===== src/rtl/result_writeback.sv =====
// Result write-back: on a rising edge of done, snapshots DEPTH results plus their sum
// and streams them as 32-bit words through an Avalon-MM write master.
module result_writeback_lane #(
    parameter int W = 24
) (
    input  logic         clk,
    input  logic         rst,
    input  logic         load,
    input  logic [W-1:0] d,
    output logic [W-1:0] q
);
    always_ff @(posedge clk or posedge rst) begin
        if (rst)       q <= '0;
        else if (load) q <= d;
    end
endmodule

module result_writeback #(
    parameter int          DEPTH        = 8,
    parameter int          RESULT_WIDTH = 24,
    parameter logic [31:0] BASE_ADDR    = 32'h0000_0000
) (
    input  logic                                clk,
    input  logic                                rst,
    input  logic                                done,
    input  logic [DEPTH-1:0][RESULT_WIDTH-1:0]  c_vector,
    input  logic [RESULT_WIDTH-1:0]             sum,
    output logic [31:0]                         avm_address,
    output logic                                avm_write,
    output logic [31:0]                         avm_writedata,
    output logic [3:0]                          avm_byteenable,
    input  logic                                avm_waitrequest,
    output logic                                wb_busy,
    output logic                                wb_done,
    output logic                                overrun
);
    localparam int IW = $clog2(DEPTH + 1);

    typedef enum logic [1:0] {IDLE, WRITE, FINISH} state_t;

    state_t                             state, state_n;
    logic                               done_q;
    logic                               trig;
    logic                               capture;
    logic [IW-1:0]                      idx, idx_n;
    logic [31:0]                        addr, addr_n;
    logic                               ovr;
    logic [DEPTH:0][RESULT_WIDTH-1:0]   din;
    logic [DEPTH:0][RESULT_WIDTH-1:0]   cap;

    assign trig    = done & ~done_q;
    assign capture = trig && (state == IDLE);

    // Word DEPTH of the snapshot is the sum, so one index walks the whole burst.
    for (genvar g = 0; g < DEPTH; g++) begin : g_din
        assign din[g] = c_vector[g];
    end
    assign din[DEPTH] = sum;

    for (genvar g = 0; g <= DEPTH; g++) begin : g_lane
        result_writeback_lane #(.W(RESULT_WIDTH)) u_lane (
            .clk  (clk),
            .rst  (rst),
            .load (capture),
            .d    (din[g]),
            .q    (cap[g])
        );
    end

    always_comb begin
        state_n = state;
        idx_n   = idx;
        addr_n  = addr;
        case (state)
            IDLE: begin
                if (trig) begin
                    state_n = WRITE;
                    idx_n   = '0;
                    addr_n  = BASE_ADDR;
                end
            end
            WRITE: begin
                if (!avm_waitrequest) begin
                    if (idx == IW'(DEPTH)) begin
                        state_n = FINISH;
                    end else begin
                        idx_n  = idx + 1'b1;
                        addr_n = addr + 32'd4;
                    end
                end
            end
            FINISH:  state_n = IDLE;
            default: state_n = IDLE;
        endcase
    end

    always_ff @(posedge clk or posedge rst) begin
        if (rst) begin
            state  <= IDLE;
            done_q <= 1'b1;
            idx    <= '0;
            addr   <= '0;
            ovr    <= 1'b0;
        end else begin
            state  <= state_n;
            done_q <= done;
            idx    <= idx_n;
            addr   <= addr_n;
            if (trig && state != IDLE) ovr <= 1'b1;
        end
    end

    // All outputs derive from registers only; waitrequest never reaches them combinationally.
    assign avm_write      = (state == WRITE);
    assign avm_byteenable = avm_write ? 4'hF : 4'h0;
    assign avm_address    = addr;
    assign avm_writedata  = avm_write ? 32'(cap[idx]) : 32'h0;
    assign wb_busy        = (state != IDLE);
    assign wb_done        = (state == FINISH);
    assign overrun        = ovr;
endmodule


===== config.mk =====
export PLATFORM = sky130hd
export DESIGN_NAME = result_writeback
export DESIGN_NICKNAME = d
export VERILOG_FILES = /design/src/rtl/result_writeback.sv
export SDC_FILE = /design/constraint.sdc
export NUM_CORES = 1
export LEC_CHECK = 0
export CORE_MARGIN = 10
export CORE_UTILIZATION = 30
export DETAILED_ROUTE_END_ITERATION = 8
export SLEW_MARGIN = 20
export SYNTH_ARGS = -nofsm -noshare
export SYNTH_HDL_FRONTEND = slang
export SYNTH_SLANG_ARGS = --single-unit

===== constraint.sdc =====
create_clock -name clk -period 14.4 [get_ports clk]
set_input_delay 2.88 -clock clk [delete_from_list [all_inputs] [get_ports clk]]
set_output_delay 2.88 -clock clk [all_outputs]
set_load 0.02 [all_outputs]

# == Yosys cells after proc, flatten, opt, wreduce, memory -nomap -nowiden ==
# Index checks and enable logic that the tools add are counted.
# classes
add_sub_neg,2
n_lt_le_gt_ge,1
eq_ne,7
mux,16
bitwise_logic,2
n_reduce_logical,7
# op_table
op,count
24-bit binary-select mux with 4-bit select,1
32-bit 2-to-1 mux,3
32-bit case mux with 2 select lines,1
24-bit 2-to-1 mux,2
32-bit by 3-bit adder with 32-bit output (second input constant),1
4-bit 2-to-1 mux,4
4-bit case mux with 2 select lines,1
2-bit 2-to-1 mux,3
2-bit != test (second input constant),3
4-bit by 5-bit less-than comparator with 1-bit output (second input constant),1
4-bit by 1-bit adder with 4-bit output (second input constant),1
4-bit equality test (second input constant),1
2-bit case mux with 2 select lines,1
4-bit AND reduction,1
2-bit nonzero test,2
3-bit AND reduction,1
2-bit by 1-bit equality test with 1-bit output (second input constant),1
2-bit equality test (second input constant),1
1-bit logical AND,2
2-bit logical NOT,1
2-bit by 1-bit != test with 1-bit output (second input constant),1
1-bit bitwise AND,1
1-bit NOT,1
# totals
reg_bits,256
input_bits,220

# == Logic depth before layout (Yosys ltp) ==
# Gate-level depths: netlist (run 1).
# depth
ltp_word,4
ltp_mapped,11

# == Hierarchy ==
# From an unflattened synthesis (run 1), not the netlist that was laid out.
# hier_totals
cells_unflattened,900
hier_area_um2,12886.1
# by_module_without_submodules
module,instances,cells_per_inst,area_each_um2,seq_area_each_um2
result_writeback_lane,9,52,1001.0,600.6
result_writeback,1,432,3877.5,952.2

# == Least setup slack after synthesis (run 1) ==
# OpenSTA, ideal clock, no wires.
# synth_path
path_type,register to output
startpoint,register idx[0]
endpoint,output avm_writedata[10]
arrival_ns,1.998
required_ns,11.520
slack_ns,9.522
stages_incl_launch_ff,8
path_buffers,3
path_cell_list,dfrtp_1 clkbuf_1 clkbuf_1 buf_1 mux2i_1 a22oi_1 o211ai_1 nand2_1
# synth_via
elab_chain_len,3
# synth_rtl
item,line_no,source
"start, declared",45,"logic [IW-1:0] idx, idx_n;"
"start signal, assigned",107,idx <= idx_n;
24-bit binary-select mux with 4-bit select,117,assign avm_writedata = avm_write ? 32'(cap[idx]) : 32'h0;
24-bit 2-to-1 mux (not written as such),117,
24-bit 2-to-1 mux,117,
"end, declared",30,"output logic [31:0] avm_writedata,"
# No other way between the ends. The select of a mux whose other input is x is not followed.

# == Worst setup path after layout (run 1) ==
# layout_path
startpoint,register idx[0]
endpoint,output avm_writedata[14]
# Same word-level chain as after synthesis.

==> impl_metrics.toml, run 1 <==
[outcome]
status = "complete, no violations"

[synthesis]
synthesis.area_sq_um = 11700
yosysTopAreaCellShare = 0.540
async_reset_ff_frac = 1.00
synthCells = 1325
yosys.area_share.simple = 0.271
synth_top_family_by_area = "simple AND/OR/NAND/NOR gates"
synth_area_leaders = "dfrtp_1, nand2_1, mux4_2"
yosysSeqAreaShare = 0.542
synth-compound-area-share = 0.0417
synth_area_leader_cell = "dfrtp_1"
synth-xor-area-share = 0.0164
yosysWarnings = 0
synth_seq_cells = 254
synthTopCellsByCount = "nand2_1, dfrtp_1, clkbuf_1, mux2i_1"
yosysMostFrequentCell = "nand2_1"
avgSynthCellArea_sq_um = 8.85
ys.flop_type = "dfrtp_1"
yosys.cell_types.count = 41
synth_edf_count = 0
synthAdderAreaFrac = 0.00320
synth.area.mux_share = 0.0870

[routing]
drt-pass1-iter-count = 5
vias_per_cell = 4.61
drc = 0
drtIter0Drc = 638
wl_um = 38600
post_drt_wl_per_cell_um = 18.3
vias = 9708
drtAntennaViolNets = 0

[cts]
cts_resized = 0
htreeDepth = 1
cts_hold_buf = 0
clk_pin_slew_worst_paths_ns = 0.06
cts_setup_buffers = 0
clockBufferDepth = 3
cts_tree = "built"
root_buffer = "clkbuf_16"
numCtsBuffers = 29
clock_latency_ns = 0.57
clkSinkCount = 254

[power]
switching_share = 0.375
powerDensity_nw_per_um2 = 206
combPwrFrac = 0.383
p_sw_mw = 1.23
p_int_mw = 2.05
power_leakage_nw = 7.54
ir_worst_vdd_v = 0.000110
clkPwrFrac = 0.232
pwr-share-seq = 0.385

[timing]
hold_ws_ns = 0.469
finalClockSkew_ns = 0.0220
hold_viol = 0
final.min_clock_period_ns = 6.71
slew-limit-headroom = 0.280
worstMarginPinSlew_ns = 1.08
rsz0062_at_grt = "false"
min_period_over_period = 0.466
slew_viol_final = 0
setup_viol = 0
fmax_mhz = 149
setup_tns_ns = 0

[layout]
area_growth_pct = 35.8
design_area_sq_um = 15900
nNetsFinal = 1785
stdcell_count = 2105
drive_above_1_share = 0.0631
n_fill_cell = 3850

[grt]
overflow = 0
antenna_found_initial = 4
grt_pass1_vias = 10300
grt_start_max_net_pins = 111
grt_pass1_wl_um = 60500
track_usage = 0.160

[setup_path]
crit_fanout = 54
critical_path_arrival_ns = 3.83
slowest_stage = "buf_4"
crit_chain = "buf_4, mux2i_1, a22oi_1, o211ai_1, nand2_1, clkdlybuf4s50_1"
critPathMaxStageDelay_ns = 0.84
start_kind = "flop"
worstSetupPathType = "reg -> out"
worst_setup_path_end_kind = "output port"
crit_required_ns = 11.52

[worst_hold_path]
hold_class = "reg -> reg"

[floorplanning]
core.rowCount = 72
dieHeight_um = 218
die-area_sq_um = 47400
initial_core_util = 0.303
coreArea_sq_um = 38600
die_width_um = 218
boundaryPins = 292

[place]
detailed_place_hpwl_um = 27400
dp.cells = 2049
port_buffers = 281
gp_congestion = 0.829
dpl_cell_area_sq_um = 14900

[job]
maxCapViolCount = 0
## power by group through the flow
stage | sequential (mW) | combinational [mW] | clock (mW)
finish | 1.26 | 1.26 | 0.760
detailed placement | 1.27 | 1.28 | 0
floorplan | 1.19 | 0.824 | 0
CTS | 1.27 | 1.28 | 0.776
global route | 1.31 | 1.40 | 0.811
global placement | 1.27 | 1.25 | 0
## through the flow
step,worst slack (ns),power (mW),utilization
2_1_floorplan,4.54,2.01,-
3_3_place_gp,8.13,2.52,0.386
3_5_place_dp,8.07,2.55,0.387
4_1_cts,7.63,3.32,0.412
5_1_grt,7.40,3.52,0.412
6_report,7.69,3.28,0.412
## cell type report
| class | instances | area, sq um | share of cell area |
|---|---|---|---|
| clock inverter | 22 | 231 | 0.0145 |
| sequential | 254 | 6360 | 0.399 |
| inverter | 8 | 37.5 | 0.00236 |
| clock buffer | 31 | 743 | 0.0467 |
| timing repair buffer | 291 | 2890 | 0.182 |
| antenna | 3 | 7.51 | 0.000471 |
| multi-input combinational | 978 | 5010 | 0.314 |
| tap | 518 | 648 | 0.0407 |
## worst paths after layout
check,startpoint,endpoint,slack (ns),cells past startpoint
setup / recovery,idx[0],avm_writedata[14],7.69,6
hold / removal,g_lane[1].u_lane.q[3],g_lane[1].u_lane.q[3],0.47,2
setup reg to reg,state[0],avm_address[31],11.01,6
hold reg to reg,g_lane[1].u_lane.q[3],g_lane[1].u_lane.q[3],0.47,2
max in group asynchronous,rst,g_lane[4].u_lane.q[1],10.17,3
min in group asynchronous,rst,g_lane[0].u_lane.q[17],2.85,2
## placed cells by master (no fill, tap or decap), types with 9 or more instances in the layout
cell and count:
a22oi_1 24, buf_4 9, clkbuf_16 29, clkdlybuf4s50_1 281, clkinv_2 11, conb_1 10
dfrtp_1 251, mux2i_1 48, mux4_2 24, nand2_1 714, nand3_1 13, nor2_1 23
o211ai_1 24, o21ai_0 9, xnor2_1 14
## flip-flops by register name (all words and copies together) (netlist names)
signal           cells
g_lane.u_lane.q    216
avm_address         30
state                2
done_q               1
idx                  4
overrun              1
## kinds of logic after synthesis
group | after synthesis
other | 1
and+or+nand+nor | 801
adders and majority gates | 3
xor gates and xnor gates | 22
buffers and inverters | 102
muxes | 72
AOI/OAI and AO/OA | 70
DFF | 254
## routing by layer
metal | wire length [um] | GRT usage | up-vias
met5 | 13 | 0 | -
met3 | 2470 | 0.0384 | 42
met4 | 646 | 0.0431 | 2
met2 | 17500 | 0.240 | 250
li1 | - | - | 4720
met1 | 18000 | 0.226 | 4694
## critical path, delay by kind of cell, from the launching register on
kind,cells,cell delay [ns]
buf+inv,2,1.46
compound gates,2,0.62
mux,1,0.19
flops,1,0.73
simple gates,1,0.12
(Power assumes the default switching activity.)
==> run 2, diff against run 1 <==
clock period = 6 ns   (was 14.4 ns; I/O delays follow)
==> run 2 against run 1 <==
  * Sequential share of layout area shrank 0.13 points
  * Via count increased by 0.93%
  * Die area stayed put
  * Count of clock-buffer cells in the layout increased by 10
  * First-iteration DRC count increased by 10%
  * Cell count fell by 0.19%
  * Core utilization up 0.14 points
  * Largest power group unchanged
  * Wire length grew 2.3%
==> impl_metrics.toml, run 2 (synthesis gave the netlist of run 1 again) <==
[power]
finalPower_mw = 8.01
power_leakage_nw = 7.55
ir_worst_vdd_v = 0.000186
powerDensity_nw_per_um2 = 501

[layout]
regMostFlops = "g_lane.u_lane.q"
layout_common_cells = "nand2_1, clkdlybuf4s50_1, dfrtp_1"
area_growth_pct = 36.3
n_fill_cell = 3788
final_common_cell = "nand2_1"
drive_above_1_share = 0.0581
largest_reg_flops = 216
nNetsFinal = 1785
finalCoreUtilization = 0.414
num_antenna_cells = 0

[floorplanning]
boundaryPins = 292
core.rowCount = 72
die_width_um = 218
die-area_sq_um = 47400
initial_core_util = 0.303
dieHeight_um = 218
coreArea_sq_um = 38600

[setup_path]
rrSetupSlack_ns = 2.64
crit_fanout = 43
crit_chain = "buf_4, mux4_2, o211ai_1, nand2_1, clkdlybuf4s50_1"
critical_path_arrival_ns = 3.38
worstSetupPathType = "reg -> out"
critical-path-top-delay-family = "buffers and inverters"
start_kind = "flop"
critPathMaxStageDelay_ns = 0.98
critPathBufInv = 2
worst_setup_path_end_kind = "output port"
slowest_stage = "dfrtp_4"
crit_required_ns = 4.80

[outcome]
status = "complete, no violations"

[timing]
finalClockSkew_ns = 0.0129
final.min_clock_period_ns = 4.58
slew_viol_final = 0
worst_slack_ns = 1.42
setup_viol = 0
hold_viol = 0
min_period_over_period = 0.764
slew-limit-headroom = 0.262
worstMarginPinSlew_ns = 1.11
setup_tns_ns = 0
fmax_mhz = 218
rsz0062_at_grt = "false"

[routing]
drt-pass1-iter-count = 5
drc = 0
vias = 9798
wl_um = 39500
vias_per_cell = 4.66
post_drt_wl_per_cell_um = 18.8
drtAntennaViolNets = 0
drtIter0Drc = 703

[place]
post-place-ws_ns = 1.91
port_buffers = 281
detailed_place_hpwl_um = 28500
gp_congestion = 0.866

[grt]
track_usage = 0.163
grt_start_max_net_pins = 248
grt_pass1_wl_um = 61100
overflow = 0
grt_pass1_vias = 9895
antenna_found_initial = 3

[cts]
cts_tree = "built"
clkSinkCount = 254
root_buffer = "clkbuf_16"
htreeDepth = 1
cts_resized = 0
numCtsBuffers = 29
clockBufferDepth = 3
cts_hold_buf = 0
cts_setup_buffers = 0
clock_latency_ns = 0.55
clk_pin_slew_worst_paths_ns = 0.06

[worst_hold_path]
hold_class = "reg -> reg"

[job]
maxCapViolCount = 0
## run 2: changes by cell type in the layout (fill, tap and decap cells not counted), moves of 2 or more
cell      before  now
clkinv_2      11    2
diode_2        3    0
clkbuf_1       1    7
clkbuf_8       1    5
buf_4          9    7
clkinv_4       2    0
buf_12         0    3
## run 2: path summary, 6_finish.rpt
check	startpoint	to	cells after the start
max	idx[0]	avm_writedata[0]	5
min	g_lane[0].u_lane.q[20]	g_lane[0].u_lane.q[20]	2
max reg2reg	idx[0]	avm_address[31]	7
min reg2reg	g_lane[0].u_lane.q[20]	g_lane[0].u_lane.q[20]	2
max in group asynchronous	rst	g_lane[5].u_lane.q[10]	3
min in group asynchronous	rst	g_lane[2].u_lane.q[16]	2
## run 2: final cells by class
cell class,count,area [sq um],share of cell area
tap,518,648,0.0406
sequential,254,6360,0.398
timing repair buffer,291,2930,0.183
clock inverter,11,191,0.0120
multi-input combinational,978,5000,0.313
clock buffer,41,821,0.0514
inverter,8,33.8,0.00211
## run 2: report_power, final
part / leakage [nW] / total (mW) / internal [mW] / switching (mW)
Clock: 0.485 / 1.89 / 1.16 / 0.726
Combinational: 3.87 / 2.97 / 1.35 / 1.62
Sequential: 3.20 / 3.16 / 2.50 / 0.659
## run 2: worst reg2reg max path, cell delays in order, from the launching register on
cell	delay (ns)
dfrtp_4	0.98
inv_1	0.13
ha_1	0.24
nand3b_1	0.19
a31oi_2	0.37
or4_4	0.72
or4_1	0.49
a21oi_1	0.16
## run 2: per-layer routing
metal  share of wire  up-vias  routed length (um)  GRT usage
li1                -     4708                   -          -
met5          0.0010        -                  41          0
met2            0.42      303               16700      0.232
met1            0.49     4729               19400      0.244
met3           0.065       52                2570     0.0374
met4           0.019        6                 764     0.0359
## run 2: through the flow
stage | instance area, sq um | std cells | hold WS [ns]
floorplan | 11800 | 1334 | 0.440
global route | 16000 | 2101 | 0.485
CTS | 16000 | 2101 | 0.475
finish | 16000 | 2101 | 0.471
global placement | 15000 | 2049 | 0.454
detailed placement | 15000 | 2049 | 0.460
==> run 3, diff against run 2 <==
clock period = 3.7 ns   (was 6 ns; I/O delays follow)
==> run 3 against run 2 <==
  * Via count fell by 0.69%
  * Sequential power rose by 53%
  * Register-to-register slack got worse by 2.0 ns
  * Sequential cell count did not move
  * Non-clock buffer count rose by 17
  * Setup slack got worse by 1.3 ns
  * Clock power rose by 52%
  * Wire length fell by 1.9%
  * Critical path type unchanged
  * Largest cell class unchanged
  * Largest power group is now combinational cells
  * Highest routed layer unchanged
==> impl_metrics.toml, run 3 (synthesis gave the netlist of run 1 again) <==
[power]
finalPower_mw = 12.9
power_leakage_nw = 7.67
powerDensity_nw_per_um2 = 801
ir_worst_vdd_v = 0.000370

[cts]
numCtsBuffers = 29
clkSinkCount = 254
cts_tree = "built"
clk_pin_slew_worst_paths_ns = 0.06
clock_latency_ns = 0.57
clockBufferDepth = 3
root_buffer = "clkbuf_16"
htreeDepth = 1
cts_hold_buf = 0

[layout]
largest_reg_flops = 216
n_fill_cell = 3818
nNetsFinal = 1802
area_growth_pct = 37.7
drive_above_1_share = 0.0725
final_common_cell = "nand2_1"
design_area_sq_um = 16100
finalCoreUtilization = 0.418
regMostFlops = "g_lane.u_lane.q"
layout_common_cells = "nand2_1, clkdlybuf4s50_1, dfrtp_1"

[worst_hold_path]
hold_start = "g_lane[1].u_lane.q[20]"
hold_end = "g_lane[1].u_lane.q[20]"
hold_path_depth = 2
hold_class = "reg -> reg"

[setup_path]
rr_worst_depth = 8
worstSetupPathType = "reg -> out"
start_kind = "flop"
timing.critical_path.from = "idx[0]"
slowest_stage = "clkdlybuf4s50_1"
critPathBufInv = 3
critPathMaxStageDelay_ns = 0.64
crit_required_ns = 2.96
crit_chain = "buf_4, buf_12, mux2i_1, a22oi_1, o211ai_1, nand2_1, clkdlybuf4s50_1"
crit_fanout = 19
worst_setup_path_end_kind = "output port"
rrSetupSlack_ns = 0.69
reg2reg_from = "idx[0]"
critical-path-top-delay-family = "buffers and inverters"
critical_path_arrival_ns = 2.82
rr_endpoint = "avm_address[31]"

[timing]
fmax_mhz = 281
worstMarginPinSlew_ns = 1.42
slew-limit-headroom = 0.0545
setup_viol = 0
min_period_over_period = 0.963
slew_viol_final = 0
setup_tns_ns = 0
rsz0062_at_grt = "false"
hold_viol = 0
finalClockSkew_ns = 0.0189
final.min_clock_period_ns = 3.56

[routing]
wl_um = 38800
vias_per_cell = 4.59
vias = 9730
drc = 0
drt-pass1-iter-count = 5
post_drt_wl_per_cell_um = 18.3
drtIter0Drc = 610
drtAntennaViolNets = 0

[place]
port_buffers = 281
dpl_cell_area_sq_um = 15100
gp_congestion = 0.855
detailed_place_hpwl_um = 27600

[outcome]
status = "complete, no violations"

[grt]
grt_start_max_net_pins = 248
antenna_found_initial = 2
grt_pass1_wl_um = 60600
track_usage = 0.161
overflow = 0
grt_pass1_vias = 10100

[floorplanning]
dieHeight_um = 218
initial_core_util = 0.303
die_width_um = 218
die-area_sq_um = 47400
core.rowCount = 72
boundaryPins = 292
coreArea_sq_um = 38600

[job]
maxCapViolCount = 0
==> run 3: cell count changes in the layout (fill, tap and decap cells not counted), moves of 2 or more <==
| cell | delta |
|---|---|
| bufinv_16 | -3 |
| buf_12 | +3 |
| buf_6 | +2 |
| clkbuf_1 | -2 |
| a22oi_1 | -3 |
| buf_4 | +12 |
| clkinvlp_4 | -3 |
| clkdlybuf4s50_1 | -2 |
| clkinv_2 | +7 |
| a22oi_2 | +3 |
==> run 3: layout make-up <==
type	count	area, sq um	share of cell area
multi-input cells	978	5020	0.311
repair buffers	308	3120	0.193
diodes	1	2.50	0.000155
clock inverters	13	134	0.00829
inverters	8	33.8	0.00209
flip-flops and latches	254	6360	0.394
well taps	518	648	0.0401
clock buffers	40	827	0.0512
==> run 3: timing repair <==
action / CTS / global route
setup buffers: 5 / 0
endpoints found under the setup margin: 22 / 5
hold endpoints to repair: 0 / 0
gates resized for setup: 3 / 5
==> run 3: report_power, final <==
| part | switching, mW | internal [mW] | total [mW] |
|---|---|---|---|
| clock network | 1.18 | 1.70 | 2.88 |
| logic | 2.85 | 2.36 | 5.21 |
| registers | 0.784 | 4.05 | 4.84 |
| total | 4.81 | 8.12 | 12.9 |
==> run 3: worst max-delay path by stage <==
stage | end | slack, ns | cells past startpoint
after floorplan | avm_address[10] | -0.38 | 1
after global placement | avm_address[31] | 0.40 | 6
after detailed placement | avm_address[31] | 0.32 | 6
after CTS | avm_writedata[21] | 0.01 | 6
after global routing | avm_writedata[11] | 0.0008 | 5
final | avm_writedata[10] | 0.14 | 7
==> run 3: worst register-to-register path, cell delays in order (launching register included) <==
cell	delay, ns
dfrtp_4	0.58
buf_16	0.22
inv_1	0.06
ha_1	0.18
nand3b_1	0.17
a31oi_2	0.35
or4_4	0.71
or4_1	0.49
a21oi_1	0.16
==> run 3: metrics by stage <==
stage                     setup slack, ns  hold slack, ns  std cells
final                               0.137           0.470       2120
after global routing             0.000778           0.485       2119
after CTS                          0.0124           0.476       2119
after detailed placement            0.318           0.461       2061
after global placement              0.398           0.452       2061
after floorplan                    -0.383           0.440       1334
==> run 3: per-layer routing <==
metal | share of wire | vias to the layer above | GRT usage
met5 | 0.00041 | - | 0
met1 | 0.48 | 4687 | 0.232
met3 | 0.057 | 41 | 0.0325
li1 | - | 4759 | -
met4 | 0.017 | 4 | 0.0361
met2 | 0.44 | 239 | 0.243
